==> src/rtl/reset_sequencer.sv <==
// Reset sequencer: waits for stable PLL lock, holds all domains, then releases them one by one.
// Latency: registered outputs; pll_locked drop re-asserts every domain on the 3rd clk edge.
// Backpressure: none; sw_rst_req is a single-cycle request that is always accepted.
module reset_sequencer #(
   parameter int NUM_CH       = 4,
   parameter int LOCK_STABLE  = 32,
   parameter int HOLD_CYCLES  = 16,
   parameter int STAGE_CYCLES = 8
) (
   input  logic              clk,
   input  logic              rst,
   input  logic              pll_locked,
   input  logic              sw_rst_req,
   output logic [NUM_CH-1:0] rst_out,
   output logic              ready,
   output logic [1:0]        state,
   output logic [7:0]        loss_count
);

   // One shared counter serves every timed state, so it is sized for the longest interval.
   localparam int MAX_P = (LOCK_STABLE > HOLD_CYCLES)
                        ? ((LOCK_STABLE > STAGE_CYCLES) ? LOCK_STABLE : STAGE_CYCLES)
                        : ((HOLD_CYCLES > STAGE_CYCLES) ? HOLD_CYCLES : STAGE_CYCLES);
   localparam int CW = (MAX_P > 1) ? $clog2(MAX_P) : 1;
   localparam int IW = (NUM_CH > 1) ? $clog2(NUM_CH) : 1;

   localparam logic [CW-1:0] LS_LAST    = CW'(LOCK_STABLE - 1);
   localparam logic [CW-1:0] HOLD_LAST  = CW'(HOLD_CYCLES - 1);
   localparam logic [CW-1:0] STAGE_LAST = CW'(STAGE_CYCLES - 1);
   localparam logic [IW-1:0] CH_LAST    = IW'(NUM_CH - 1);

   typedef enum logic [1:0] {
      S_WAIT_LOCK = 2'd0,
      S_HOLD      = 2'd1,
      S_RELEASE   = 2'd2,
      S_RUN       = 2'd3
   } state_t;

   state_t            r_state;
   state_t            w_state_nxt;
   logic              r_sync1;
   logic              r_sync2;
   logic              w_lock_s;
   logic [CW-1:0]     r_cnt;
   logic [CW-1:0]     w_cnt_nxt;
   logic [IW-1:0]     r_idx;
   logic [IW-1:0]     w_idx_nxt;
   logic [NUM_CH-1:0] r_rst_out;
   logic [NUM_CH-1:0] w_rst_out_nxt;
   logic              r_ready;
   logic              w_ready_nxt;
   logic [7:0]        r_loss_cnt;
   logic [7:0]        w_loss_cnt_nxt;
   logic              w_lock_lost;
   logic              w_go_hold;

   assign w_lock_s = r_sync2;

   // Two-flop synchroniser bringing the asynchronous lock indication into clk.
   always_ff @(posedge clk) begin
      if (rst) begin
         r_sync1 <= 1'b0;
         r_sync2 <= 1'b0;
      end else begin
         r_sync1 <= pll_locked;
         r_sync2 <= r_sync1;
      end
   end

   // Next-state and next-output decode; lock loss outranks the software request.
   always_comb begin
      w_state_nxt    = r_state;
      w_cnt_nxt      = r_cnt;
      w_idx_nxt      = r_idx;
      w_rst_out_nxt  = r_rst_out;
      w_ready_nxt    = r_ready;
      w_loss_cnt_nxt = r_loss_cnt;
      w_lock_lost    = 1'b0;
      w_go_hold      = 1'b0;

      case (r_state)
         S_WAIT_LOCK: begin
            w_rst_out_nxt = '1;
            w_ready_nxt   = 1'b0;
            w_idx_nxt     = '0;
            if (!w_lock_s) begin
               w_cnt_nxt = '0;
            end else if (r_cnt == LS_LAST) begin
               w_state_nxt = S_HOLD;
               w_cnt_nxt   = '0;
            end else begin
               w_cnt_nxt = r_cnt + 1'b1;
            end
         end
         S_HOLD: begin
            if (!w_lock_s) begin
               w_lock_lost = 1'b1;
            end else if (sw_rst_req) begin
               w_cnt_nxt = '0;
            end else if (r_cnt == HOLD_LAST) begin
               w_state_nxt = S_RELEASE;
               w_cnt_nxt   = '0;
               w_idx_nxt   = '0;
            end else begin
               w_cnt_nxt = r_cnt + 1'b1;
            end
         end
         S_RELEASE: begin
            if (!w_lock_s) begin
               w_lock_lost = 1'b1;
            end else if (sw_rst_req) begin
               w_go_hold = 1'b1;
            end else if (r_cnt == STAGE_LAST) begin
               w_cnt_nxt                = '0;
               w_rst_out_nxt[r_idx]     = 1'b0;
               if (r_idx == CH_LAST) begin
                  w_state_nxt = S_RUN;
                  w_ready_nxt = 1'b1;
               end else begin
                  w_idx_nxt = r_idx + 1'b1;
               end
            end else begin
               w_cnt_nxt = r_cnt + 1'b1;
            end
         end
         S_RUN: begin
            if (!w_lock_s) begin
               w_lock_lost = 1'b1;
            end else if (sw_rst_req) begin
               w_go_hold = 1'b1;
            end
         end
         default: begin
            w_state_nxt = S_WAIT_LOCK;
         end
      endcase

      // Both restart paths re-assert every domain together.
      if (w_go_hold) begin
         w_state_nxt   = S_HOLD;
         w_cnt_nxt     = '0;
         w_idx_nxt     = '0;
         w_rst_out_nxt = '1;
         w_ready_nxt   = 1'b0;
      end

      if (w_lock_lost) begin
         w_state_nxt   = S_WAIT_LOCK;
         w_cnt_nxt     = '0;
         w_idx_nxt     = '0;
         w_rst_out_nxt = '1;
         w_ready_nxt   = 1'b0;
         if (r_loss_cnt != 8'hFF) begin
            w_loss_cnt_nxt = r_loss_cnt + 8'd1;
         end
      end
   end

   // State register and registered outputs.
   always_ff @(posedge clk) begin
      if (rst) begin
         r_state    <= S_WAIT_LOCK;
         r_cnt      <= '0;
         r_idx      <= '0;
         r_rst_out  <= '1;
         r_ready    <= 1'b0;
         r_loss_cnt <= 8'd0;
      end else begin
         r_state    <= w_state_nxt;
         r_cnt      <= w_cnt_nxt;
         r_idx      <= w_idx_nxt;
         r_rst_out  <= w_rst_out_nxt;
         r_ready    <= w_ready_nxt;
         r_loss_cnt <= w_loss_cnt_nxt;
      end
   end

   assign rst_out    = r_rst_out;
   assign ready      = r_ready;
   assign state      = r_state;
   assign loss_count = r_loss_cnt;

endmodule
==> config.mk <==
export PLATFORM = sky130hd
export DESIGN_NAME = reset_sequencer
export DESIGN_NICKNAME = d
export VERILOG_FILES = /design/src/rtl/reset_sequencer.sv
export SDC_FILE = /design/constraint.sdc
export NUM_CORES = 1
export LEC_CHECK = 0
export ABC_AREA = 1
export BUFFER_PORTS_ARGS = -buffer_cell sky130_fd_sc_hd__buf_2
export CELL_PAD_IN_SITES_DETAIL_PLACEMENT = 0
export CELL_PAD_IN_SITES_GLOBAL_PLACEMENT = 1
export CORE_MARGIN = 3
export CORE_UTILIZATION = 37
export DETAILED_ROUTE_END_ITERATION = 7
export PLACE_DENSITY_LB_ADDON = 0.1
export SLEW_MARGIN = 20
export SYNTH_ARGS = -nofsm -noshare
export SYNTH_HDL_FRONTEND = slang
export SYNTH_SLANG_ARGS = --single-unit
export TNS_END_PERCENT = 30
==> constraint.sdc <==
create_clock -name clk -period 1.49 [get_ports clk]
set_clock_uncertainty 0.05 [all_clocks]
set_input_delay 0 -clock clk [delete_from_list [all_inputs] [get_ports clk]]
set_output_delay 0 -clock clk [all_outputs]
set_load 0.02 [all_outputs]
==> results.json, run 1 <==
{
  "synth_area_per_cell_um2": 6.96,
  "io_pins": 19,
  "rows": 23,
  "portBuffers": 18,
  "synth_area_um2": 1590,
  "r2r_slack_ns": -0.06,
  "path_max_fanout": 4,
  "p_sw_mw": 0.246,
  "diodes": 0,
  "r2r-start": "state[0]",
  "p_clk_share_pct": 38.7,
  "crit_chain": "inv_2 > ha_4 > buf_12 > nand2_4 > nand2_2 > inv_2 > nand2_1 > nor3_2 > nand3_1 > nand2_1 > nor2_1",
  "dr.pass1.iters": 4,
  "via_per_inst": 4.48,
  "grt_pass1_wl_um": 6510,
  "hp-class": "in2reg",
  "htreeDepth": 1,
  "worst_slew_pin_slew_ns": 0.309,
  "cp.required_ns": 1.61,
  "max-cap-violations": 0,
  "die-area_um2": 5130,
  "violations": "negative setup slack",
  "reg2reg_depth": 11,
  "power_leakage_nw": 1.03,
  "finalHoldViolCount": 0,
  "slew_headroom_pct": 79.4,
  "setup_viol": 8,
  "critPathCapture": "state[1]",
  "cp.depth": 11,
  "ys_ff_latch": 24,
  "cp-end-kind": "register",
  "routed_wl_um": 3760,
  "die_w_um": 71.6,
  "fillerInstances": 407,
  "fin_nets": 301,
  "yosysWarnings": 0,
  "vias": 1483,
  "crit_start": "state[0]",
  "crit_family": "simple AND/OR/NAND/NOR gates",
  "peakVddDrop_mv": 0.444,
  "seqPwrFrac_pct": 56.2,
  "max_freq_mhz": 643,
  "setup_slack_ns": -0.0646,
  "overflow": 0,
  "rsz0062_at_grt": "yes",
  "ant_nets": 0,
  "drive_gt1_share_pct": 42.0,
  "first_global_vias": 1444,
  "worstPathArrival_ns": 1.67,
  "grt_antenna_before_repair": 0,
  "clk_latency_ns": 0.27,
  "worstSetupStartpointType": "register",
  "cts.clk_slew.worst_paths_ns": 0.09,
  "syn_to_final_growth_pct": 41.6,
  "dp_hpwl_um": 2750,
  "drc_errors": 0,
  "crit_type": "reg2reg",
  "crit-reg2reg-capture": "state[1]",
  "cts_tree": "yes",
  "syn_nets": 248,
  "cts_num_sinks": 24,
  "crit_path_max_incr_delay_ns": 0.38,
  "worst_hold_slack_ns": 0.200,
  "die_h_um": 71.6,
  "grtUsageTotal_pct": 15.7,
  "crit_buf_inv": 3,
  "start_util_pct": 39.0,
  "drt_iter0_drc": 50,
  "numCtsBuffers": 3,
  "p_int_mw": 0.903,
  "switching_share_pct": 21.4,
  "grt_max_degree": 14,
  "postSynthCellCount": 229,
  "core_um2": 4090,
  "cts-root-buf": "clkbuf_8",
  "layout.cells.most_common_list": "42 x nand2_1, 27 x inv_1, 26 x buf_4",
  "p_comb_share_pct": 5.1,
  "clockBufferDepth": 2,
  "wire_per_inst_um": 11.3,
  "fin_crit_sh_pct": 104,
  "final_common_cell": "nand2_1",
  "min_period_ns": 1.55,
  "finalMaxSlewViolations": 0,
  "power_density_nw_per_um2": 510,
  "synth_seq_area_share_pct": 30.2,
  "final_util_pct": 55.2,
  "status": "finished, violations left",
  "total_power_mw": 1.15,
  "slowest_stage": "dfxtp_4",
  "synth_cell_types": 27,
  "gp_congestion": 0.766
}
cell usage after synthesis:
library cell / number / share of area [%]
nand2_4: 2 / 1.4
o21ai_1: 4 / 1.3
nor2_4: 4 / 2.8
dfxtp_1: 24 / 30
nand3_1: 15 / 4.7
nor3_2: 2 / 1.3
o21bai_1: 1 / 0.47
a21oi_2: 1 / 0.55
xnor2_1: 1 / 0.55
nand3b_1: 1 / 0.47
nand3_2: 2 / 1.3
nor2_1: 23 / 5.4
nand3_4: 1 / 1.1
clkbuf_1: 1 / 0.24
nor2_2: 6 / 2.4
xor2_1: 1 / 0.55
nand2_1: 46 / 11
nand2_2: 8 / 3.1
a21oi_1: 18 / 5.7
o21ai_2: 1 / 0.55
buf_6: 1 / 0.71
ha_1: 15 / 12
nor3_1: 1 / 0.31
inv_2: 6 / 1.4
clkinv_1: 2 / 0.47
o21ai_0: 8 / 2.5
inv_1: 34 / 8.0
state kept, by name (all words and copies together) (netlist names):
| signal | cells |
|---|---|
| loss_count | 8 |
| r_cnt | 5 |
| r_idx | 2 |
| r_sync1 | 1 |
| r_sync2 | 1 |
| ready | 1 |
| rst_out | 4 |
| state | 2 |
per-layer routing:
metal	global-route usage, %	wire length, µm	share of wire (%)
met1	21.3	1900	51
met2	26.2	1730	46
met3	2.81	91	2.4
met4	2.92	34	0.91
met5	0	0	0
cell families after synthesis:
family	synth area share, %
AO/OA/AOI/OAI	11.0
XOR/XNOR	1.10
adder cells (fa/ha/maj)	11.8
buffers and inverters	10.8
flip-flops	30.2
AND/OR/NAND/NOR	35.1
area by class of cell:
type / instances / area (µm²) / share of cell area [%]
multi-input combinational: 161 / 1130 / 50.3
sequential: 24 / 490 / 21.8
inverter: 42 / 160 / 7.10
timing repair buffer: 50 / 352 / 15.6
clock buffer: 4 / 55.1 / 2.44
tap: 50 / 62.6 / 2.77
worst min path at each step:
stage,startpoint,endpoint,slack [ns],cells past startpoint
global placement,pll_locked,r_sync1,0.15,3
finish,sw_rst_req,r_cnt[3],0.20,5
global route,sw_rst_req,r_cnt[3],0.22,5
detailed placement,pll_locked,r_sync1,0.16,3
CTS,sw_rst_req,r_cnt[3],0.18,5
floorplan,pll_locked,r_sync1,0.06,2
power by group through the flow:
stage | clock network (mW) | registers (mW) | logic, mW
3_3_place_gp | 0 | 0.660 | 0.0466
5_1_grt | 0.487 | 0.647 | 0.0666
2_1_floorplan | 0 | 0.659 | 0.0293
6_report | 0.444 | 0.646 | 0.0590
3_5_place_dp | 0 | 0.660 | 0.0465
4_1_cts | 0.477 | 0.646 | 0.0575
tightest hold or removal path: stages:
cell     delay [ns]
buf_2          0.14
nand2_4        0.08
nand3_4        0.14
a21oi_2        0.04
nor2_1         0.08
per-stage QoR:
step / setup TNS (ns) / instances / setup WS [ns] / instance area, µm²
after floorplan: -0.0275 / 229 / -0.0172 / 1620
after global placement: -1.09 / 320 / -0.126 / 1950
after detailed placement: -1.28 / 320 / -0.159 / 1950
after CTS: -0.133 / 330 / -0.0488 / 2200
after global routing: -1.53 / 331 / -0.152 / 2250
final: -0.273 / 331 / -0.0646 / 2250
repair_timing:
action                                  in CTS  in global routing
pin swaps                                   16                 17
gates resized for setup                     34                 12
endpoints found under the setup margin      13                 22
buffers inserted                             3                  1
endpoints found under the hold margin        6                  0
hold buffers                                 3                  0
Power figures use the tool's default switching activity.
==> run 2, diff against run 1 <==
GPL_TIMING_DRIVEN = 0   (was not set)
==> run 2 against run 1 <==
  * The run still ends with negative setup slack left
  * Critical path depth down 2
  * Non-clock buffer count down 17
  * Sequential share of layout area up 1.2 points
  * Via count down 2.4%
  * Final area down 5.0%
  * Wire length down 5.0%
  * Largest cell class unchanged
  * Utilization down 2.8 points
  * Clock power about the same
  * Highest routed layer unchanged
  * Critical path type unchanged
  * Clock-buffer cell count unchanged
==> results.json, run 2 (synthesis results as in run 1) <==
{
  "drc_errors": 0,
  "setup_slack_ns": -0.0810,
  "clockBufferDepth": 2,
  "die-area_um2": 5130,
  "syn_to_final_growth_pct": 34.4,
  "layout.cells.most_common_list": "40 x nand2_1, 27 x inv_1, 22 x nor2_1",
  "largest_register_ffs": 8,
  "gp_congestion": 0.762,
  "final_common_cell": "nand2_1",
  "grt_max_degree": 14,
  "grt_pass1_wl_um": 6350,
  "fillerInstances": 423,
  "cp-end-kind": "register",
  "first_global_vias": 1428,
  "crit_type": "reg2reg",
  "htreeDepth": 1,
  "dr_wl_met3_um": 118,
  "dpl_cell_area_um2": 1770,
  "min_period_ns": 1.57,
  "finalMaxSlewViolations": 0,
  "fin_area_um2": 2140,
  "cts_tree": "yes",
  "violations": "negative setup slack",
  "cts_num_sinks": 24,
  "status": "finished, violations left",
  "worstSetupStartpointType": "register",
  "highest_layer": "met4",
  "placed_cells": 296,
  "multi_input_area_um2": 1140,
  "drive_gt1_share_pct": 40.2,
  "overflow": 0,
  "ant_nets": 0,
  "rows": 23,
  "route.met2.wl_um": 1710,
  "cts-root-buf": "clkbuf_8",
  "total_power_mw": 1.14,
  "drt_iter0_drc": 43,
  "die_w_um": 71.6,
  "peakVddDrop_mv": 0.331,
  "worst_slew_pin_slew_ns": 0.336,
  "finalHoldViolCount": 0,
  "clk_latency_ns": 0.27,
  "grtUsageTotal_pct": 15.4,
  "fin_cells": 314,
  "wl_met1_um": 1730,
  "slew_headroom_pct": 77.6,
  "max_freq_mhz": 637,
  "setup_viol": 8,
  "rsz0062_at_grt": "yes",
  "r2r_slack_ns": -0.08,
  "die_h_um": 71.6,
  "fin_nets": 284,
  "portBuffers": 17,
  "io_pins": 19,
  "cp.required_ns": 1.61,
  "wire_per_inst_um": 11.4,
  "numCtsBuffers": 3,
  "layout.area.seq_um2": 492,
  "cts.clk_slew.worst_paths_ns": 0.08,
  "vias": 1448,
  "worstPathArrival_ns": 1.69,
  "dp_hpwl_um": 2590,
  "path_max_fanout": 6,
  "power_leakage_nw": 0.934,
  "start_util_pct": 39.0,
  "via_per_inst": 4.61,
  "power_density_nw_per_um2": 532,
  "hp-class": "in2reg",
  "diodes": 0,
  "routed_wl_um": 3570,
  "setup_tns_ns": -0.453,
  "fin_crit_sh_pct": 105,
  "dr.pass1.iters": 4,
  "grt_antenna_before_repair": 0,
  "max-cap-violations": 0,
  "core_um2": 4090
}
-- run 2: metal layers --
metal	vias up	global-route usage, %
li1	781	-
met4	0	3.76
met3	2	3.37
met5	-	0
met2	21	25.6
met1	644	20.4
-- run 2: path summary, 6_finish.rpt --
| check | start | to | cells after the start |
|---|---|---|---|
| min reg2reg | r_sync1 | r_sync2 | 2 |
| max | state[1] | r_cnt[2] | 9 |
| max reg2reg | state[1] | r_cnt[2] | 9 |
| min | rst | r_sync1 | 2 |
-- run 2: cell type report --
class / instances / share of cell area (%)
well taps: 50 / 2.92
inverters: 42 / 7.89
flip-flops and latches: 24 / 23.0
multi-input cells: 161 / 53.4
plain buffers: 2 / 1.11
repair buffers: 31 / 9.18
clock buffers: 4 / 2.57
-- run 2: worst max-delay path, stage by stage, from the launching register on --
cell        delay [ns]
dfxtp_4           0.40
clkinvlp_4        0.14
ha_4              0.20
inv_1             0.06
nor2_2            0.06
nor2_4            0.11
nand3_4           0.11
buf_4             0.16
a21oi_2           0.12
nor3_2            0.06
-- run 2: stage by stage --
| stage | setup slack, ns | utilization [%] | hold slack (ns) |
|---|---|---|---|
| after CTS | -0.0710 | 49.4 | 0.00124 |
| after global routing | -0.187 | 52.4 | 0.0404 |
| after detailed placement | -0.212 | 43.3 | 0.155 |
| after floorplan | -0.0172 | - | 0.0570 |
| final | -0.0810 | 52.4 | 0.0104 |
| after global placement | -0.210 | 43.3 | 0.151 |
-- run 2: timing repair --
action                     in CTS  in global routing
buffers inserted                8                  5
hold endpoints to repair        1                  0
hold buffers                    1                  0
pin swaps                      12                  6
gates resized for setup        30                 22
setup endpoints to repair      17                 21
gates cloned                    0                  0
-- run 2: report_power, final --
part | internal [mW] | total, mW | switching, mW
registers | 0.641 | 0.646 | 0.00482
clock network | 0.236 | 0.441 | 0.205
logic | 0.0197 | 0.0510 | 0.0312
total | 0.897 | 1.14 | 0.241
==> run 3, diff against run 2 <==
ABC_AREA = not set   (was 1)
CORE_UTILIZATION = 38   (was 37)
==> run 3 against run 2 <==
  * The run still ends with negative setup slack left
  * Register-to-register slack worse by 0.37 ns
  * Final area decreased by 8.0%
  * Via count is 12% lower
  * Final cell count down 21%
  * Synthesized cell count shrank 27%
  * Sequential cell count unchanged
  * Critical path type unchanged
  * Utilization increased by 4.4 points
  * Clock power up 18%
  * Fmax fell by 19%
  * Sequential power fell by 0.6%
  * Worst setup slack got worse by 0.37 ns
==> results.json, run 3 <==
{
  "highest_layer": "met4",
  "finalHoldViolCount": 0,
  "syn_nets": 186,
  "ys_async_sr_fraction_pct": 0,
  "cts_num_sinks": 24,
  "synth_top_area_cell": "dfxtp_1",
  "drc_errors": 0,
  "dr_wl_met3_um": 97,
  "drt_iter0_drc": 45,
  "multi_input_area_um2": 1060,
  "crit_type": "reg2reg",
  "finalMaxSlewViolations": 0,
  "min_period_ns": 1.94,
  "die_h_um": 67.3,
  "r2r-start": "r_cnt[1]",
  "fillerInstances": 322,
  "cts-root-buf": "clkbuf_8",
  "violations": "negative setup slack",
  "r2r_slack_ns": -0.45,
  "grt_max_degree": 15,
  "grt_pass1_wl_um": 5460,
  "hp-class": "in2reg",
  "cts.clk_slew.worst_paths_ns": 0.09,
  "cp.required_ns": 1.66,
  "max_freq_mhz": 516,
  "diodes": 0,
  "start_util_pct": 41.2,
  "rows": 21,
  "routed_wl_um": 3340,
  "max-cap-violations": 0,
  "wire_per_inst_um": 13.4,
  "yosysWarnings": 0,
  "clk_latency_ns": 0.27,
  "synth_area_leaders": "dfxtp_1 34%, ha_1 13%, nand2_1 5.5%, nor2_1 4.7%, a21oi_1 3.5%",
  "first_global_vias": 1207,
  "power_leakage_nw": 0.789,
  "io_pins": 19,
  "htreeDepth": 1,
  "critPathCapture": "r_idx[1]",
  "postSynthCellCount": 167,
  "wl_met1_um": 1580,
  "grtUsageTotal_pct": 16.0,
  "crit-reg2reg-capture": "r_idx[1]",
  "cp-end-kind": "register",
  "layout.cells.most_common_list": "19 x buf_2, 19 x nand2_1, 17 x nor2_1, 17 x dfxtp_1, 11 x buf_4",
  "power_density_nw_per_um2": 614,
  "ys_ff_latch": 24,
  "reg2reg_depth": 8,
  "via_per_inst": 5.10,
  "rsz0062_at_grt": "yes",
  "yosysMostFrequentCell": "dfxtp_1",
  "synth_top_area_share_pct": 33.6,
  "grt_antenna_before_repair": 0,
  "slew_headroom_pct": 68.9,
  "synth_cell_types": 41,
  "vias": 1271,
  "synth_area_per_cell_um2": 8.56,
  "gp_congestion": 0.837,
  "core_um2": 3470,
  "die_w_um": 67.3,
  "syn_to_final_growth_pct": 37.8,
  "synth_flop_cell": "dfxtp_1",
  "cts_tree": "yes",
  "route.met2.wl_um": 1630,
  "numCtsBuffers": 3,
  "ant_nets": 0,
  "dp_hpwl_um": 2310,
  "setup_viol": 17,
  "overflow": 0,
  "layout.area.seq_um2": 494,
  "setup_slack_ns": -0.448,
  "worstSetupStartpointType": "register",
  "dr.pass1.iters": 4,
  "die-area_um2": 4530,
  "largest_register_ffs": 8,
  "synth_edf_count": 0,
  "path_max_fanout": 2,
  "drive_gt1_share_pct": 39.4,
  "worst_slew_pin_slew_ns": 0.467,
  "synth_seq_area_share_pct": 33.6,
  "worstPathArrival_ns": 2.11,
  "synth_area_um2": 1430,
  "fin_crit_sh_pct": 130,
  "peakVddDrop_mv": 0.341,
  "post-place-ws_ns": -0.477,
  "status": "finished, violations left",
  "clockBufferDepth": 2,
  "ys_top_cells_by_count": "24 x dfxtp_1, 21 x nand2_1, 18 x nor2_1, 15 x ha_1, 12 x inv_1",
  "crit_start": "r_cnt[1]",
  "portBuffers": 18,
  "total_power_mw": 1.21,
  "fin_nets": 223
}
[run 3: final cells by class]
class	count	area share [%]
clock buffers	4	3.37
well taps	46	2.92
flip-flops and latches	24	25.1
plain buffers	4	1.72
inverters	12	2.54
repair buffers	32	10.4
multi-input cells	127	54.0
[run 3: worst min path at each step]
stage                     cells past startpoint  slack (ns)       start         end
after floorplan                               1        0.02         rst     r_sync2
after global placement                        2        0.15         rst     r_sync2
after detailed placement                      2        0.15         rst     r_sync2
after CTS                                     3        0.23  sw_rst_req    r_cnt[4]
after global routing                          5        0.35  sw_rst_req    r_cnt[0]
final                                         6        0.31  sw_rst_req  rst_out[0]
[run 3: metal layers]
layer | up-vias | global-route usage [%]
li1 | 646 | -
met2 | 19 | 26.4
met1 | 602 | 20.5
met3 | 4 | 3.00
met4 | 0 | 6.33
met5 | - | 0
[run 3: report_power, final]
| group | switching (mW) | internal, mW | leakage (nW) | total, mW |
|---|---|---|---|---|
| logic | 0.0251 | 0.0196 | 0.557 | 0.0448 |
| registers | 0.00139 | 0.640 | 0.198 | 0.642 |
| clock network | 0.230 | 0.292 | 0.0339 | 0.522 |
[run 3: per-stage QoR]
stage | hold slack (ns) | util [%] | instances | setup TNS, ns | area (µm²)
final | 0.312 | 56.8 | 249 | -3.85 | 1970
after global routing | 0.348 | 56.8 | 249 | -5.71 | 1970
after CTS | 0.229 | 53.5 | 246 | -4.41 | 1850
after detailed placement | 0.149 | 48.1 | 231 | -5.91 | 1670
after global placement | 0.148 | 48.1 | 231 | -5.89 | 1670
after floorplan | 0.0216 | - | 167 | -2.56 | 1520
[run 3: what timing repair did]
action	in CTS	in global routing
setup buffers	9	3
gates resized for setup	11	18
pin swaps	8	10
hold endpoints to repair	2	0
hold buffers	2	0
endpoints found under the setup margin	22	21
[run 3: cells by family (layout without fill, tap and decap cells)]
kind of cell | Yosys count | count (layout) | share of synthesized area [%]
fa+ha+maj | 15 | 15 | 13.1
flops | 24 | 24 | 33.6
simple gates | 70 | 70 | 25.9
compound gates | 33 | 33 | 16.7
buf+inv | 16 | 52 | 4.38
mux | 4 | 4 | 3.15
xor+xnor | 5 | 5 | 3.07
[run 3: worst max-delay path, cell delays in order (launching register included)]
cell and delay (ns):
dfxtp_2 0.36, ha_4 0.13, and3_4 0.19, ha_4 0.12, and2b_2 0.22, a2111oi_4 0.25, nand3_2 0.16, mux2_4 0.33
nor2_2 0.07
